### src/rtl/systolic_host_sequencer.sv
// Host-side sequencer for the systolic-array pin interface: streams weights and
// inputs onto the array strobes, fires store_outputs, then buffers the results.
`timescale 1ns/1ps
module systolic_host_sequencer #(
  parameter int BITWIDTH = 4,
  parameter int OUTWIDTH = 2 * BITWIDTH,
  parameter int N        = 2,
  parameter int TIMEOUT  = 64
) (
  input  logic                clk,
  input  logic                rst_n,
  input  logic                op_valid,
  output logic                op_ready,
  input  logic [BITWIDTH-1:0] op_data,
  output logic [BITWIDTH-1:0] arr_data,
  output logic                arr_load_weights,
  output logic                arr_load_inputs,
  output logic                arr_store_outputs,
  input  logic [OUTWIDTH-1:0] arr_results,
  input  logic                arr_valid_out,
  output logic                res_valid,
  input  logic                res_ready,
  output logic [OUTWIDTH-1:0] res_data,
  output logic                busy,
  output logic                err_timeout
);

  localparam int NN    = N * N;
  localparam int CNT_W = $clog2(NN + 1);
  localparam int PTR_W = (NN > 1) ? $clog2(NN) : 1;
  localparam int TMO_W = (TIMEOUT > 1) ? $clog2(TIMEOUT) : 1;
  localparam logic [CNT_W-1:0] LAST_CNT = CNT_W'(NN - 1);
  localparam logic [PTR_W-1:0] LAST_PTR = PTR_W'(NN - 1);
  localparam logic [TMO_W-1:0] LAST_TMO = TMO_W'(TIMEOUT - 1);

  typedef enum logic [2:0] {IDLE, LOAD_W, LOAD_I, STORE, COLLECT, DRAIN} state_t;

  state_t              state;
  logic [CNT_W-1:0]    nib_cnt;
  logic [CNT_W-1:0]    res_cnt;
  logic [TMO_W-1:0]    tmo_cnt;
  logic [OUTWIDTH-1:0] fifo_mem [NN];
  logic [PTR_W-1:0]    wr_ptr;
  logic [PTR_W-1:0]    rd_ptr;
  logic [CNT_W-1:0]    fifo_cnt;
  logic                op_fire;
  logic                push;
  logic                pop;

  // Handshakes: a transfer happens on any rising edge where valid & ready are both 1.
  assign op_ready  = (state == IDLE) || (state == LOAD_W) || (state == LOAD_I);
  assign op_fire   = op_valid & op_ready;
  assign push      = (state == COLLECT) & arr_valid_out;
  assign res_valid = (fifo_cnt != '0);
  assign pop       = res_valid & res_ready;
  assign res_data  = res_valid ? fifo_mem[rd_ptr] : '0;
  assign busy      = (state != IDLE);

  always_ff @(posedge clk or negedge rst_n) begin
    if (!rst_n) begin
      state             <= IDLE;
      arr_data          <= '0;
      arr_load_weights  <= 1'b0;
      arr_load_inputs   <= 1'b0;
      arr_store_outputs <= 1'b0;
      err_timeout       <= 1'b0;
      nib_cnt           <= '0;
      res_cnt           <= '0;
      tmo_cnt           <= '0;
    end else begin
      // Strobes are single-cycle unless re-asserted by a fresh handshake.
      arr_load_weights  <= 1'b0;
      arr_load_inputs   <= 1'b0;
      arr_store_outputs <= 1'b0;
      err_timeout       <= 1'b0;
      case (state)
        IDLE: begin
          if (op_fire) begin
            arr_data         <= op_data;
            arr_load_weights <= 1'b1;
            nib_cnt          <= CNT_W'(1);
            state            <= LOAD_W;
          end
        end
        LOAD_W: begin
          if (op_fire) begin
            arr_data         <= op_data;
            arr_load_weights <= 1'b1;
            if (nib_cnt == LAST_CNT) begin
              nib_cnt <= '0;
              state   <= LOAD_I;
            end else begin
              nib_cnt <= nib_cnt + 1'b1;
            end
          end
        end
        LOAD_I: begin
          if (op_fire) begin
            arr_data        <= op_data;
            arr_load_inputs <= 1'b1;
            if (nib_cnt == LAST_CNT) begin
              nib_cnt <= '0;
              state   <= STORE;
            end else begin
              nib_cnt <= nib_cnt + 1'b1;
            end
          end
        end
        STORE: begin
          arr_store_outputs <= 1'b1;
          res_cnt           <= '0;
          tmo_cnt           <= '0;
          state             <= COLLECT;
        end
        COLLECT: begin
          if (arr_valid_out) begin
            res_cnt <= res_cnt + 1'b1;
            tmo_cnt <= '0;
            if (res_cnt == LAST_CNT) state <= DRAIN;
          end else if (tmo_cnt == LAST_TMO) begin
            // Give up on the missing results; whatever was captured still drains.
            err_timeout <= 1'b1;
            state       <= DRAIN;
          end else begin
            tmo_cnt <= tmo_cnt + 1'b1;
          end
        end
        DRAIN: begin
          if (!res_valid) state <= IDLE;
        end
        default: state <= IDLE;
      endcase
    end
  end

  always_ff @(posedge clk) begin
    if (push) fifo_mem[wr_ptr] <= arr_results;
  end

  // Depth equals one transaction's result count, so a push never finds the FIFO full.
  always_ff @(posedge clk or negedge rst_n) begin
    if (!rst_n) begin
      wr_ptr   <= '0;
      rd_ptr   <= '0;
      fifo_cnt <= '0;
    end else begin
      if (push) wr_ptr <= (wr_ptr == LAST_PTR) ? '0 : wr_ptr + 1'b1;
      if (pop)  rd_ptr <= (rd_ptr == LAST_PTR) ? '0 : rd_ptr + 1'b1;
      if (push && !pop)      fifo_cnt <= fifo_cnt + 1'b1;
      else if (pop && !push) fifo_cnt <= fifo_cnt - 1'b1;
    end
  end

endmodule

### config.mk
export PLATFORM = sky130hd
export DESIGN_NAME = systolic_host_sequencer
export DESIGN_NICKNAME = d
export VERILOG_FILES = /design/src/rtl/systolic_host_sequencer.sv
export SDC_FILE = /design/constraint.sdc
export NUM_CORES = 1
export LEC_CHECK = 0
export BUFFER_PORTS_ARGS = -buffer_cell sky130_fd_sc_hd__buf_2
export CAP_MARGIN = 20
export CORE_MARGIN = 2
export CORE_UTILIZATION = 50
export DETAILED_ROUTE_END_ITERATION = 8
export PLACE_DENSITY = 0.71
export SYNTH_ARGS = -nofsm -noshare
export SYNTH_HDL_FRONTEND = slang
export SYNTH_SLANG_ARGS = --single-unit
### constraint.sdc
create_clock -name clk -period 5.2 [get_ports clk]
set_input_delay 0.26 -clock clk [delete_from_list [all_inputs] [get_ports clk]]
set_output_delay 0.26 -clock clk [all_outputs]
set_load 0.01 [all_outputs]
Word-level counts from Yosys, hierarchy flattened

Memory sizes are Yosys's and may differ from the RTL's.
Cells that the tools add are included.

Flip-flop bits (word level): 30
Bits in writable memories: 32
Bits of input ports: 17
Output and inout bits: 19
Memories: 1

Memories:

| name     | words | width | read ports | clocked after Yosys merged registers in | write ports | RTL line | text |
|---|---|---|---|---|---|---|---|
| fifo_mem | 4     | 8     | 1          | 0                                       | 1           | 42       | `logic [OUTWIDTH-1:0] fifo_mem [NN];` |

Add/subtract/negate cells: 7
Equal/unequal tests: 21
Mux-type cells: 32
Bitwise operators: 3
Reduce and logical (&&, ||, !) cells: 20

Operator list:

| cell                | number |
|---|---|
| $mux 3              | 14 |
| $pmux 3 s6          | 1 |
| $eq 3x2->1 const B  | 4 |
| $mux 6              | 2 |
| $pmux 3 s2          | 2 |
| $pmux 6 s2          | 1 |
| $ne 2x2->1 const B  | 5 |
| $add 3x1->3 const B | 3 |
| $mux 1              | 9 |
| $mux 8              | 1 |
| $reduce_and 8->1    | 1 |
| $add 6x1->6 const B | 1 |
| $eq 3x3->1 const B  | 2 |
| $eq 6x6->1 const B  | 1 |
| $ne 2x1->1 const B  | 3 |
| $ne 3x2->1 const B  | 2 |
| $reduce_and 2->1    | 3 |
| $reduce_bool 2->1   | 3 |
| $reduce_bool 3->1   | 2 |
| $add 2x1->2 const B | 2 |
| $eq 2x2->1 const B  | 2 |
| $mux 2              | 2 |
| $reduce_or 2->1     | 2 |
| $and 1x1->1         | 3 |
| other kinds (9)     | 12 |

Longest topological paths before layout

Gate-level depths: netlist of run 1.

Word-level depth: 6
Gate-level depth with buffers: 9
Depth with buffers taken out: 8

Least setup slack after synthesis of run 1

Ideal clock, no wire load.

Path type: register to register
Start point: register state[0]
End point: register fifo_cnt[2]
Library setup time: 0.079 ns
Arrival time: 2.120 ns
Setup slack: 3.001 ns
Stages on the path, launching flop included: 10
Path buffers: 1
Cell sequence: dfrtp_1 -> nor3b_2 -> and2_1 -> buf_2 -> ha_1 -> inv_1 -> fa_1 -> xor2_1 -> nor2_1 -> xor2_1

Word-level cells in the longest chain between the ends: 5

Ends and longest elaborated chain:

| element                     | RTL line | text |
|---|---|---|
| start: declaration          | 38       | `state_t state;` |
| start signal: assignment    | 61       | `state <= IDLE;` |
| start signal: assignment    | 82       | `state <= LOAD_W;` |
| start signal: assignment    | 91       | `state <= LOAD_I;` |
| $eq 3x3->1 (*)              | 53       | `assign push = (state == COLLECT) & arr_valid_out;` |
| $and 1x1->1 (*)             | 53       |  |
| net push                    | 47       | `logic push;` |
| $logic_not 1->1             | 150      | `else if (pop && !push) fifo_cnt <= fifo_cnt - 1'b1;` |
| $logic_and 1x1->1           | 150      |  |
| $reduce_bool 2->1 (no line) | --       |  |
| end signal: assignment      | 149      | `if (push && !pop) fifo_cnt <= fifo_cnt + 1'b1;` |
| end signal: assignment      | 150      |  |
| end: declaration            | 45       | `logic [CNT_W-1:0] fifo_cnt;` |

Mark *: on every way through the listed nets, which the timed path passes. The rest lies on a longest branch.
A chain may end at the register's enable or synchronous reset.

Worst setup path after layout of run 1

Start point: register state[0]
End point: register fifo_cnt[2]

Word-level cells in the longest chain between the ends: 5

Ends and longest elaborated chain:

| element                     | RTL line |
|---|---|
| $eq 3x3->1 (*)              | 53 |
| $and 1x1->1 (*)             | 53 |
| $logic_not 1->1             | 150 |
| $logic_and 1x1->1           | 150 |
| $reduce_bool 2->1 (no line) | -- |

Every way passes the cells marked *; elsewhere a longest branch is shown, timed or not.

==> summary.txt, run 1 <==
Status
  – Run status: complete, no violations

Clock tree
  – Setup fix buffers added after clock tree synthesis: 0
  – Post-CTS resize count: 0
  – Maximum buffer depth of the clock tree: 2
  – Depth of the CTS H-tree: 3
  – Number of buffers created by CTS: 9
  – TritonCTS clock tree: yes
  – Sink Count: 62
  – Reg clk slew, reported paths: 0.08 ns
  – Worst-Skew Late Latency: 0.34 ns
  – Post-CTS Hold Buffers: 1
  – Root cell of the clock tree: clkbuf_8

Place
  – Area post-placement: 2990 um2
  – Final weighted congestion of routability-driven global placement: 0.788
  – Buffers added on ports: 35
  – DPL Wire Length: 3060 um
  – Post-Place Setup Slack: 2.58 ns

Detailed routing
  – Total vias in the final route: 1644
  – Number of remaining DRC errors: 0
  – Via/cell ratio: 5.34
  – Detail-routed net length per standard cell: 14.7 um
  – Detailed router's first-iteration violation count: 54
  – Total wire length: 4530 um
  – Router iterations before antenna repair: 4
  – Antenna Nets Post-Route: 0

Pwr
  – LEAKAGE: 1.32 nW
  – Power per standard cell area: 514 nW/um2
  – Sw Ratio: 0.331
  – Clock group share of total power: 0.260
  – Net Sw Power: 0.000546 W
  – Total Power Consumption: 0.00165 W
  – Worst vdd rail ir drop: 0.393 mV
  – Relative contribution of combinational cells to total power: 0.302
  – Seq pwr share: 0.438
  – Int Pwr: 0.00110 W

Synth
  – Post-Synthesis Net Count: 220
  – Area share of the largest cell type after synthesis: 0.348
  – Post-synthesis cell area: 2760 um2
  – Number of flip-flops and latches in the synthesized netlist: 62
  – YS warnings: 0
  – Number of synthesized flops with an enable pin: 32
  – Mean instance size in the synthesized netlist: 14.4 um2
  – Most frequently used flop master after synthesis: edfxtp_1
  – Synth area leader: edfxtp_1
  – Share of the yosys chip area belonging to registers: 0.619
  – Asr flop ratio synth: 0.484
  – Post-synthesis cell type count: 46
  – Leading post-synthesis cells by cell area: edfxtp_1 (35%), dfrtp_1 (27%), mux4_2 (6.5%)
  – Synthesized netlist cell count: 192

Final layout
  – Fraction of layout cells with a size suffix above 1: 0.288
  – Post-layout instance area: 3210 um2
  – Number of nets in the layout: 259
  – Area Growth Syn to Fin: 16.1%
  – Count of inserted antenna diode cells: 0

Die
  – Die Footprint: 6140 um2
  – Die extent in x: 78.4 um
  – Num ports: 36
  – Placeable core region: 5410 um2
  – Height of the die: 78.4 um
  – Starting utilization of the core area: 0.511
  – Floorplan row count: 27

Timing
  – Setup repair after global routing missed its margin: no
  – Transition at the pin with the smallest max-transition slack: 0.658 ns
  – Final Critical Period: 2.63 ns
  – Rel. slew slack: 0.561
  – Portion of the clock cycle consumed by the worst path in the final layout: 0.506
  – Clock skew after layout: 0.00888 ns
  – Max Freq: 380 MHz
  – Sum of negative setup slack: 0 ns
  – Setup slack of the critical path after layout: 2.57 ns
  – Number of setup violations in the final report: 0
  – Final Slew Violations: 0
  – Count of final hold-check violations: 0

Worst setup path
  – Crit path required time: 5.46 ns
  – Slowest cell on the critical path: dfrtp_1
  – Top cell family by delay on the critical path: simple AND/OR/NAND/NOR gates
  – Category of the worst setup path launch point: register
  – Critical Path Fanout Max: 15
  – Critical Path Max Stage Delay: 0.53 ns
  – Class of the most critical setup path: reg -> reg
  – Critical path, cell by cell: nor3b_2, and2_1, ha_1, inv_1, fa_1, xor2_1, nor2_1, xor2_1
  – Crit path capture type: register
  – Library cell appearing most often on the critical path: xor2_1
  – Arrival time of the worst setup path: 2.89 ns
  – Combined buffer and inverter count along the critical path: 1

Global routing
  – Antenna violations before repair: 0
  – Global-route wire length before repair: 7670 um
  – Maximum number of pins on one net before global-route repair: 31
  – Global router's overall resource usage: 0.169
  – Vias in the first global route: 1656
  – GR Overflow Total: 0

Worst hold path
  – Worst hold path type: in -> reg

Run
  – # Max-Cap Violations: 0
[cell usage in the layout, fill, tap and decap left out, types with 2 or more instances in the layout]
master,count
clkinv_4,3
o21ai_1,4
nor2b_1,2
xor2_1,2
clkbuf_8,9
inv_6,2
mux2_1,5
edfxtp_1,32
o21a_1,3
o21ai_0,5
buf_2,35
a22o_1,2
nand2_1,5
inv_1,8
a21oi_1,6
mux4_2,8
nor3_1,3
and3_1,5
mux2_2,4
nand2b_1,2
dfrtp_1,30
or3_1,2
and2_1,9
ha_1,10
a21o_1,2
nor2_1,13
[flip-flops by register name, summed over array words and instances, names as in the netlist, 3 cells and up]
| register | cells |
|---|---|
| state | 3 |
| tmo_cnt | 6 |
| arr_data | 4 |
| fifo_mem | 32 |
| nib_cnt | 3 |
| fifo_cnt | 3 |
| res_cnt | 3 |
[per-layer routing]
metal	up-vias	global-route usage	part of all wire
met3	8	0.0483	0.035
met1	815	0.210	0.45
met2	26	0.275	0.50
li1	795	-	-
met5	-	0	0
met4	0	0.0789	0.019
[path summary, 6_finish.rpt]
check | from | endpoint | slack, ns | cells past startpoint
max | state[0]$_DFFE_PN0P_ | fifo_cnt[2]$_DFFE_PN0P_ | 2.57 | 8
min | arr_results[0] | fifo_mem[1][0]$_DFFE_PP_ | 0.13 | 1
max reg2reg | state[0]$_DFFE_PN0P_ | fifo_cnt[2]$_DFFE_PN0P_ | 2.57 | 8
min reg2reg | fifo_cnt[2]$_DFFE_PN0P_ | fifo_cnt[2]$_DFFE_PN0P_ | 0.48 | 1
max in group asynchronous | rst_n | fifo_cnt[2]$_DFFE_PN0P_ | 4.29 | 2
min in group asynchronous | rst_n | arr_store_outputs$_DFF_PN0_ | 0.49 | 2
[cell families after synthesis]
logic type | synth area share
simple gates | 0.105
mux | 0.102
buf+inv | 0.0235
flops | 0.619
compound gates | 0.0842
xor+xnor | 0.00951
fa+ha+maj | 0.0561
[power groups by stage]
stage / clock, W / combinational, W / sequential, W
finish: 0.000430 / 0.000498 / 0.000722
global route: 0.000463 / 0.000564 / 0.000740
global placement: 0 / 0.000498 / 0.000728
floorplan: 0 / 0.000412 / 0.000678
detailed placement: 0 / 0.000508 / 0.000731
CTS: 0.000445 / 0.000508 / 0.000722
[worst register-to-register path, stage by stage (launching register included)]
cell     delay [ns]
dfrtp_1        0.53
nor3b_2        0.50
and2_1         0.41
ha_1           0.24
inv_1          0.06
fa_1           0.37
xor2_1         0.17
nor2_1         0.12
xor2_1         0.16
[synthesized netlist by cell type (all sizes together), types with 3 or more instances]
cell type / count
o21a: 3
nor3: 3
mux2: 9
o21ai: 9
mux4: 8
ha: 10
buf: 4
dfrtp: 30
inv: 8
and3: 5
and2: 9
edfxtp: 32
clkbuf: 4
nor2: 13
nand2: 5
a21oi: 6
[metrics by stage]
stage	util	cells	hold WS, ns
6_report	0.594	308	0.128
5_1_grt	0.594	308	0.125
4_1_cts	0.594	308	0.111
3_5_place_dp	0.554	291	0.339
3_3_place_gp	0.554	291	0.327
2_1_floorplan	-	192	-0.0356
[cell type report]
type | instances | area (um2)
tap | 72 | 90.1
fill | 436 | 2200
clock buffer | 9 | 124
clock inverter | 7 | 81.3
sequential | 62 | 1710
multi-input combinational | 114 | 987
inverter | 8 | 30.0
timing repair buffer | 36 | 185
Note: power is estimated with default switching activity, not from simulation.
==> run 2: changes to the inputs <==
--- a/config.mk
+++ b/config.mk
@@ -5,12 +5,13 @@
 export SDC_FILE = /design/constraint.sdc
 export NUM_CORES = 1
 export LEC_CHECK = 0
+export ABC_AREA = 1
 export BUFFER_PORTS_ARGS = -buffer_cell sky130_fd_sc_hd__buf_2
 export CAP_MARGIN = 20
 export CORE_MARGIN = 2
 export CORE_UTILIZATION = 50
 export DETAILED_ROUTE_END_ITERATION = 8
-export PLACE_DENSITY = 0.71
+export PLACE_DENSITY = 0.73
 export SYNTH_ARGS = -nofsm -noshare
 export SYNTH_HDL_FRONTEND = slang
 export SYNTH_SLANG_ARGS = --single-unit
==> constraint.sdc (replaced) <==
create_clock -name clk -period 2.2 [get_ports clk]
set_input_delay 0.11 -clock clk [delete_from_list [all_inputs] [get_ports clk]]
set_output_delay 0.11 -clock clk [all_outputs]
set_load 0.01 [all_outputs]
==> run 2 against run 1 <==
- clock power grew to 2.8 times the previous value
- register-to-register slack lost 2.4 ns
- clock skew shrank 0.0029 ns
- sequential share of layout area shrank 4.8 points
- highest routed layer unchanged
- clock-buffer cell count grew 1
- wire length grew 22%
- total power grew to 2.6 times the previous value
- worst setup slack lost 2.4 ns
- cell count grew 37%
- die area grew 3.8%
- critical path type is now reg -> out
==> summary.txt, run 2 <==
Synth
  – Number of flip-flops and latches in the synthesized netlist: 62 (unchanged)
  – Post-Synthesis Net Count: 314 (+43%)
  – Area share of the largest cell type after synthesis: 0.334 (-0.0135)
  – Share of the yosys chip area belonging to registers: 0.595 (-0.0240)
  – Synthesized netlist cell count: 286 (+49%)
  – YS warnings: 0 (unchanged)
  – Post-synthesis cell type count: 33 (-28%)
  – Fraction of the mapped netlist area in adder cells: 0.0505 (-0.00566)
  – Synth Area in Simple Gates: 0.208 (+0.102)
  – Main combinational cell family by area after synthesis: simple AND/OR/NAND/NOR gates
  – Leading post-synthesis cells by cell area: edfxtp_1 (33%), dfrtp_1 (26%), nand2_1 (6.8%)
  – Xor/xnor share of the synthesized area: 0.00609 (-0.00341)
  – Mean instance size in the synthesized netlist: 10.1 um2 (-30%)
  – Multiplexer share of the synthesized area: 0.00392 (-0.0979)
  – Most frequently used flop master after synthesis: edfxtp_1
  – Asr flop ratio synth: 0.484 (unchanged)
  – Post-synthesis compound-gate area fraction: 0.0831 (-0.00109)
  – Most repeated cell in the gate-level netlist after synthesis: nand2_1
  – Synth area leader: edfxtp_1
  – Post-synthesis cell area: 2880 um2 (+4.0%)
  – Number of synthesized flops with an enable pin: 32 (unchanged)
  – Leading post-synthesis cells by instance count: nand2_1 (52), nor2_1 (47), edfxtp_1 (32)

Worst setup path
  – Arrival time of the worst setup path: 1.93 ns (-0.96 ns)
  – Combined buffer and inverter count along the critical path: 2 (+1)
  – Class of the most critical setup path: reg -> out
  – Category of the worst setup path launch point: register
  – Reg-to-reg startpoint: state[0]$_DFFE_PN0P_
  – Top cell family by delay on the critical path: flip-flops
  – Crit path required time: 2.09 ns (-3.37 ns)
  – Worst reg-to-reg path cell count: 9 (+1)
  – Critical Path Max Stage Delay: 0.59 ns (+0.06 ns)
  – Setup slack of the most critical reg-to-reg path: 0.21 ns (-2.36 ns)
  – Crit path capture type: output port
  – Critical path, cell by cell: clkinv_1, nor2_1, o21ai_0, a21oi_1, buf_2
  – Worst reg2reg path endpoint: fifo_cnt[2]$_DFFE_PN0P_
  – Slowest cell on the critical path: dfrtp_1
  – Critical Path Fanout Max: 10 (-5)

Clock tree
  – Root cell of the clock tree: clkbuf_8
  – Number of buffers created by CTS: 9 (unchanged)
  – Depth of the CTS H-tree: 3 (unchanged)
  – Reg clk slew, reported paths: 0.07 ns (about the same)
  – Post-CTS resize count: 0 (unchanged)
  – Maximum buffer depth of the clock tree: 2 (unchanged)
  – Worst-Skew Late Latency: 0.34 ns (about the same)
  – TritonCTS clock tree: yes
  – Sink Count: 62 (unchanged)

Final layout
  – Most common library cell in the layout ignoring fill and taps: nand2_1
  – Largest register by flop count: fifo_mem
  – Commonest cells after routing, fill and taps aside: nand2_1 (52), nor2_1 (47), buf_2 (35)
  – Count of inserted antenna diode cells: 0 (unchanged)
  – Number of nets in the layout: 374 (+44%)
  – Fraction of layout cells with a size suffix above 1: 0.222 (-0.0659)
  – Area Growth Syn to Fin: 22.5%
  – Largest registers ranked by flip-flop count: fifo_mem: 32 flops, tmo_cnt: 6 flops, arr_data: 4 flops
  – Post-layout instance area: 3520 um2 (+9.8%)
  – Flip-flop count of the largest register after layout: 32 (unchanged)

Die
  – Placeable core region: 5540 um2 (+2.5%)
  – Num ports: 36 (unchanged)
  – Floorplan row count: 27 (unchanged)
  – Die extent in x: 79.8 um (+1.9%)
  – Height of the die: 79.8 um (+1.9%)
  – Starting utilization of the core area: 0.519 (+0.00763)
  – Die Footprint: 6370 um2 (+3.8%)

Pwr
  – LEAKAGE: 1.57 nW (+20%)
  – Int Pwr: 0.00274 W (+150%)
  – Net Sw Power: 0.00155 W (+180%)
  – Clock group share of total power: 0.278 (+0.018)
  – Sw Ratio: 0.362 (+0.0308)
  – Power per standard cell area: 1220 nW/um2 (+140%)
  – Relative contribution of combinational cells to total power: 0.350 (+0.048)
  – Seq pwr share: 0.372 (-0.066)
  – Total Power Consumption: 0.00430 W (+160%)
  – Worst vdd rail ir drop: 0.750 mV (+91%)

Timing
  – Setup slack of the critical path after layout: 0.162 ns (-2.41 ns)
  – Portion of the clock cycle consumed by the worst path in the final layout: 0.926
  – Final Slew Violations: 0 (unchanged)
  – Worst hold-check slack: 0.115 ns (-0.0130 ns)
  – Count of final hold-check violations: 0 (unchanged)
  – Rel. slew slack: 0.560 (-0.00182)
  – Number of setup violations in the final report: 0 (unchanged)
  – Final Critical Period: 2.04 ns
  – Max Freq: 491 MHz
  – Clock skew after layout: 0.00598 ns (-0.00289 ns)
  – Setup repair after global routing missed its margin: no
  – Sum of negative setup slack: 0 ns (unchanged)
  – Transition at the pin with the smallest max-transition slack: 0.661 ns (+0.00273 ns)

Run
  – # Max-Cap Violations: 0 (unchanged)

Detailed routing
  – Via/cell ratio: 4.94 (-7.4%)
  – Antenna Nets Post-Route: 0 (unchanged)
  – Number of remaining DRC errors: 0 (unchanged)
  – Router iterations before antenna repair: 4 (unchanged)
  – Total wire length: 5540 um (+22%)
  – Detailed router's first-iteration violation count: 90 (+67%)
  – Total vias in the final route: 2090 (+27%)
  – Detail-routed net length per standard cell: 13.1 um (-11%)

Global routing
  – Maximum number of pins on one net before global-route repair: 31 (unchanged)
  – Vias in the first global route: 2108 (+27%)
  – GR Overflow Total: 0 (unchanged)
  – Antenna violations before repair: 0 (unchanged)
  – Global-route wire length before repair: 9410 um (+23%)
  – Global router's overall resource usage: 0.199 (+0.0302)

Place
  – Buffers added on ports: 35 (unchanged)
  – Final weighted congestion of routability-driven global placement: 0.798 (+1.3%)
  – Post-Place Setup Slack: 0.213 ns (-2.37 ns)
  – Area post-placement: 3150 um2 (+5.3%)
  – DPL Wire Length: 3610 um (+18%)

Worst hold path
  – Hold path startpoint: op_valid
  – Hold Crit Endpoint: arr_load_inputs$_DFF_PN0_
  – Worst hold path type: in -> reg
  – Hold Crit Depth: 3 (+2)

Status
  – Run status: complete, no violations
run 2: changes by cell type in the layout (fill, tap and decap cells not counted), moves of 9 or more:
| cell | previous run | this run |
|---|---|---|
| inv_1 | 8 | 25 |
| nand3_1 | 1 | 10 |
| and2_1 | 9 | 0 |
| dlygate4sd3_1 | 1 | 13 |
| nor2_1 | 13 | 47 |
| o21ai_0 | 5 | 22 |
| nand2_1 | 5 | 52 |
run 2: metrics by stage:
| step | cells | utilization |
|---|---|---|
| after global routing | 423 | 0.636 |
| after floorplan | 286 | - |
| final | 423 | 0.636 |
| after CTS | 423 | 0.636 |
| after detailed placement | 394 | 0.569 |
| after global placement | 394 | 0.569 |
run 2: cell families after synthesis:
group                      after synthesis
AOI/OAI and AO/OA                       43
adders and majority gates               11
xor gates and xnor gates                 2
and+or+nand+nor                        131
buffers and inverters                   36
DFF                                     62
muxes                                    1
run 2: how the worst max path moves through the flow:
| stage | from | endpoint | slack [ns] | cells past startpoint |
|---|---|---|---|---|
| 2_1_floorplan | state[0]$_DFFE_PN0P_ | fifo_cnt[2]$_DFFE_PN0P_ | 0.29 | 9 |
| 3_3_place_gp | state[0]$_DFFE_PN0P_ | fifo_cnt[2]$_DFFE_PN0P_ | 0.29 | 9 |
| 3_5_place_dp | state[0]$_DFFE_PN0P_ | fifo_cnt[2]$_DFFE_PN0P_ | 0.21 | 9 |
| 4_1_cts | rd_ptr[1]$_DFFE_PN0P_ | res_data[4] | 0.15 | 5 |
| 5_1_grt | rd_ptr[1]$_DFFE_PN0P_ | res_data[7] | 0.03 | 5 |
| 6_report | rd_ptr[1]$_DFFE_PN0P_ | res_data[4] | 0.16 | 5 |
run 2: layout make-up:
class                      instances  area [um2]
clock buffer                      10         128
sequential                        62        1710
clock inverter                     6         111
inverter                          30         115
multi-input combinational        188        1010
fill                             464        2020
tap                               72        90.1
timing repair buffer              55         358
run 2: worst min-delay path, delay by kind of cell:
family | cells | cell delay [ns]
buffers and inverters | 2 | 0.18
and+or+nand+nor | 1 | 0.12
run 2: power groups by stage:
stage	Sequential (W)	Clock, W	Combinational, W
2_1_floorplan	0.00159	0	0.00105
3_3_place_gp	0.00160	0	0.00145
3_5_place_dp	0.00161	0	0.00149
4_1_cts	0.00160	0.00122	0.00151
5_1_grt	0.00163	0.00127	0.00170
6_report	0.00160	0.00119	0.00151
run 2: what timing repair did:
item,in CTS,in global routing
hold buffers,13,0
hold endpoints to repair,66,0
setup buffers,0,0
run 2: layer usage:
metal,vias to the layer above,track usage,share of wire
met4,0,0.100,0.025
li1,1071,-,-
met3,13,0.0611,0.042
met2,40,0.345,0.50
met1,966,0.222,0.43
met5,-,0,0
==> run 3: changes to the inputs <==
--- a/config.mk
+++ b/config.mk
@@ -8,7 +8,7 @@
 export ABC_AREA = 1
 export BUFFER_PORTS_ARGS = -buffer_cell sky130_fd_sc_hd__buf_2
 export CAP_MARGIN = 20
-export CORE_MARGIN = 2
+export CORE_MARGIN = 8
 export CORE_UTILIZATION = 50
 export DETAILED_ROUTE_END_ITERATION = 8
 export PLACE_DENSITY = 0.73
==> run 3 against run 2 <==
- clock-buffer cell count is 1 lower
- clock power is 12% higher
- total power is 4.2% higher
- combinational power is 5% higher
- global-route usage is 4.9 points lower
- critical path type is now reg -> reg
- critical endpoint is now fifo_cnt[2]$_DFFE_PN0P_
==> summary.txt, run 3 (synthesis results as in run 2) <==
Die
  – Num ports: 36 (unchanged)
  – Starting utilization of the core area: 0.519 (unchanged)
  – Die Footprint: 8430 um2 (+32%)
  – Placeable core region: 5540 um2 (unchanged)
  – Die extent in x: 91.8 um (+15%)
  – Floorplan row count: 27 (unchanged)
  – Height of the die: 91.8 um (+15%)

Timing
  – Number of setup violations in the final report: 0 (unchanged)
  – Max Freq: 503 MHz (+2.5%)
  – Count of final hold-check violations: 0 (unchanged)
  – Rel. slew slack: 0.540 (-0.0193)
  – Clock skew after layout: 0.00735 ns (+0.00137 ns)
  – Portion of the clock cycle consumed by the worst path in the final layout: 0.904 (-0.0225)
  – Final Critical Period: 1.99 ns (-0.0494 ns)
  – Final Slew Violations: 0 (unchanged)
  – Transition at the pin with the smallest max-transition slack: 0.690 ns (+0.0289 ns)
  – Sum of negative setup slack: 0 ns (unchanged)
  – Setup repair after global routing missed its margin: no

Pwr
  – Total Power Consumption: 0.00448 W (+4.2%)
  – LEAKAGE: 1.60 nW (+1.5%)
  – Power per standard cell area: 1250 nW/um2 (+2.8%)
  – Worst vdd rail ir drop: 0.757 mV (+0.94%)

Worst hold path
  – Hold Crit Endpoint: arr_load_inputs$_DFF_PN0_
  – Worst hold path type: in -> reg
  – Hold Crit Depth: 3 (unchanged)
  – Hold path startpoint: op_valid

Detailed routing
  – Number of remaining DRC errors: 0 (unchanged)
  – Total vias in the final route: 2095 (+0.24%)
  – Router iterations before antenna repair: 4 (unchanged)
  – Detail-routed net length per standard cell: 14.0 um (+6.9%)
  – Total wire length: 5950 um (+7.4%)
  – Detailed router's first-iteration violation count: 73 (-19%)
  – Antenna Nets Post-Route: 0 (unchanged)
  – Via/cell ratio: 4.93 (-0.23%)

Final layout
  – Most common library cell in the layout ignoring fill and taps: nand2_1
  – Largest register by flop count: fifo_mem
  – Flip-flop count of the largest register after layout: 32 (unchanged)
  – Count of inserted antenna diode cells: 0 (unchanged)
  – Area Growth Syn to Fin: 24.1%
  – Fraction of layout cells with a size suffix above 1: 0.229 (+0.00724)
  – Number of filler cells placed in the layout: 437 (-5.8%)
  – Commonest cells after routing, fill and taps aside: nand2_1 (52), nor2_1 (47), buf_2 (35)
  – Non-Filler Instances: 425 (+0.47%)
  – Number of nets in the layout: 376 (+0.53%)
  – Largest registers ranked by flip-flop count: fifo_mem: 32 flops, tmo_cnt: 6 flops, arr_data: 4 flops

Worst setup path
  – Critical Path Max Stage Delay: 0.46 ns (-0.13 ns)
  – Crit path required time: 2.41 ns (+0.32 ns)
  – Worst reg-to-reg path cell count: 9 (unchanged)
  – Critical Path Fanout Max: 7 (-3)
  – Critical path, cell by cell: nor2_4, nand3_4, inv_2, ha_1, inv_1, fa_1, a21oi_1, o21ai_0, xor2_1
  – Combined buffer and inverter count along the critical path: 2 (unchanged)
  – Category of the worst setup path launch point: register
  – Arrival time of the worst setup path: 2.20 ns (+0.27 ns)
  – Top cell family by delay on the critical path: adder cells
  – Worst reg2reg path endpoint: fifo_cnt[2]$_DFFE_PN0P_
  – Setup slack of the most critical reg-to-reg path: 0.21 ns (about the same)
  – Reg-to-reg startpoint: state[0]$_DFFE_PN0P_
  – Crit path capture type: register
  – Class of the most critical setup path: reg -> reg
  – Slowest cell on the critical path: dfrtp_1

Global routing
  – Met3 track demand over resource: 0.0522 (-0.00893)
  – Met2 global-route usage: 0.259 (-0.0858)
  – Busiest layer in global routing: met2
  – Global-route wire length before repair: 9990 um (+6.2%)
  – Maximum number of pins on one net before global-route repair: 31 (unchanged)
  – Antenna violations before repair: 0 (unchanged)
  – GR Overflow Total: 0 (unchanged)
  – Vias in the first global route: 2121 (+0.62%)
  – Met1 track demand over resource in global routing: 0.169 (-0.0524)
  – Global router's overall resource usage: 0.150 (-0.0489)

Clock tree
  – Sink Count: 62 (unchanged)
  – Maximum buffer depth of the clock tree: 2 (unchanged)
  – Root cell of the clock tree: clkbuf_8
  – TritonCTS clock tree: yes
  – Depth of the CTS H-tree: 3 (unchanged)
  – Number of buffers created by CTS: 9 (unchanged)
  – Reg clk slew, reported paths: 0.07 ns (about the same)
  – Post-CTS resize count: 0 (unchanged)
  – Worst-Skew Late Latency: 0.34 ns (about the same)

Status
  – Run status: complete, no violations

Place
  – Buffers added on ports: 35 (unchanged)
  – DPL Wire Length: 3900 um (+8.0%)
  – Placed cell count: 396 (+0.51%)
  – Final weighted congestion of routability-driven global placement: 0.830 (+4.0%)

Run
  – # Max-Cap Violations: 0 (unchanged)
[run 3: cell count changes in the layout (fill, tap and decap cells not counted)]
| cell | before | now |
|---|---|---|
| buf_4 | 7 | 9 |
| bufinv_16 | 3 | 4 |
| clkbuf_1 | 1 | 0 |
| clkinv_2 | 1 | 0 |
| inv_6 | 0 | 1 |
[run 3: worst max-delay path by stage]
| stage | startpoint | depth (start not counted) | to |
|---|---|---|---|
| finish | state[0]$_DFFE_PN0P_ | 9 | fifo_cnt[2]$_DFFE_PN0P_ |
| global route | state[0]$_DFFE_PN0P_ | 9 | fifo_cnt[2]$_DFFE_PN0P_ |
| CTS | state[0]$_DFFE_PN0P_ | 9 | fifo_cnt[2]$_DFFE_PN0P_ |
| detailed placement | state[0]$_DFFE_PN0P_ | 9 | fifo_cnt[2]$_DFFE_PN0P_ |
| global placement | state[0]$_DFFE_PN0P_ | 9 | fifo_cnt[2]$_DFFE_PN0P_ |
| floorplan | state[0]$_DFFE_PN0P_ | 9 | fifo_cnt[2]$_DFFE_PN0P_ |
[run 3: timing repair]
item / CTS / global route
hold endpoints to repair: 66 / 0
hold buffers: 13 / 0
setup buffers: 0 / 0
[run 3: where the power goes]
group	total, W	internal (W)	switching (W)
Combinational	0.00158	0.000590	0.000990
Clock	0.00133	0.000873	0.000454
Sequential	0.00157	0.00142	0.000151
[run 3: through the flow]
stage,util,area [um2],hold WS (ns),worst slack (ns)
5_1_grt,0.644,3570,0.131,0.0734
3_5_place_dp,0.572,3170,0.188,0.225
4_1_cts,0.644,3570,0.129,0.212
6_report,0.644,3570,0.130,0.211
3_3_place_gp,0.572,3170,0.186,0.290
2_1_floorplan,-,2880,-0.186,0.292
[run 3: cell type report]
cell class | instances | area, um2 | area share
clock buffers | 9 | 124 | 0.0347
repair buffers | 57 | 373 | 0.104
inverters | 30 | 115 | 0.0323
clock inverters | 7 | 145 | 0.0407
well taps | 72 | 90.1 | 0.0252
multi-input cells | 188 | 1010 | 0.283
flip-flops and latches | 62 | 1710 | 0.480
[run 3: metal layers]
layer / vias to the layer above / part of all wire / routed length (um)
li1: 1077 / - / -
met1: 971 / 0.44 / 2620
met2: 42 / 0.51 / 3040
met3: 5 / 0.041 / 245
met4: 0 / 0.0074 / 44
met5: - / 0 / 0
[run 3: worst min-delay path: cells and delay by family]
family,cells,cell delay [ns]
buffers and inverters,2,0.18
and+or+nand+nor,1,0.13
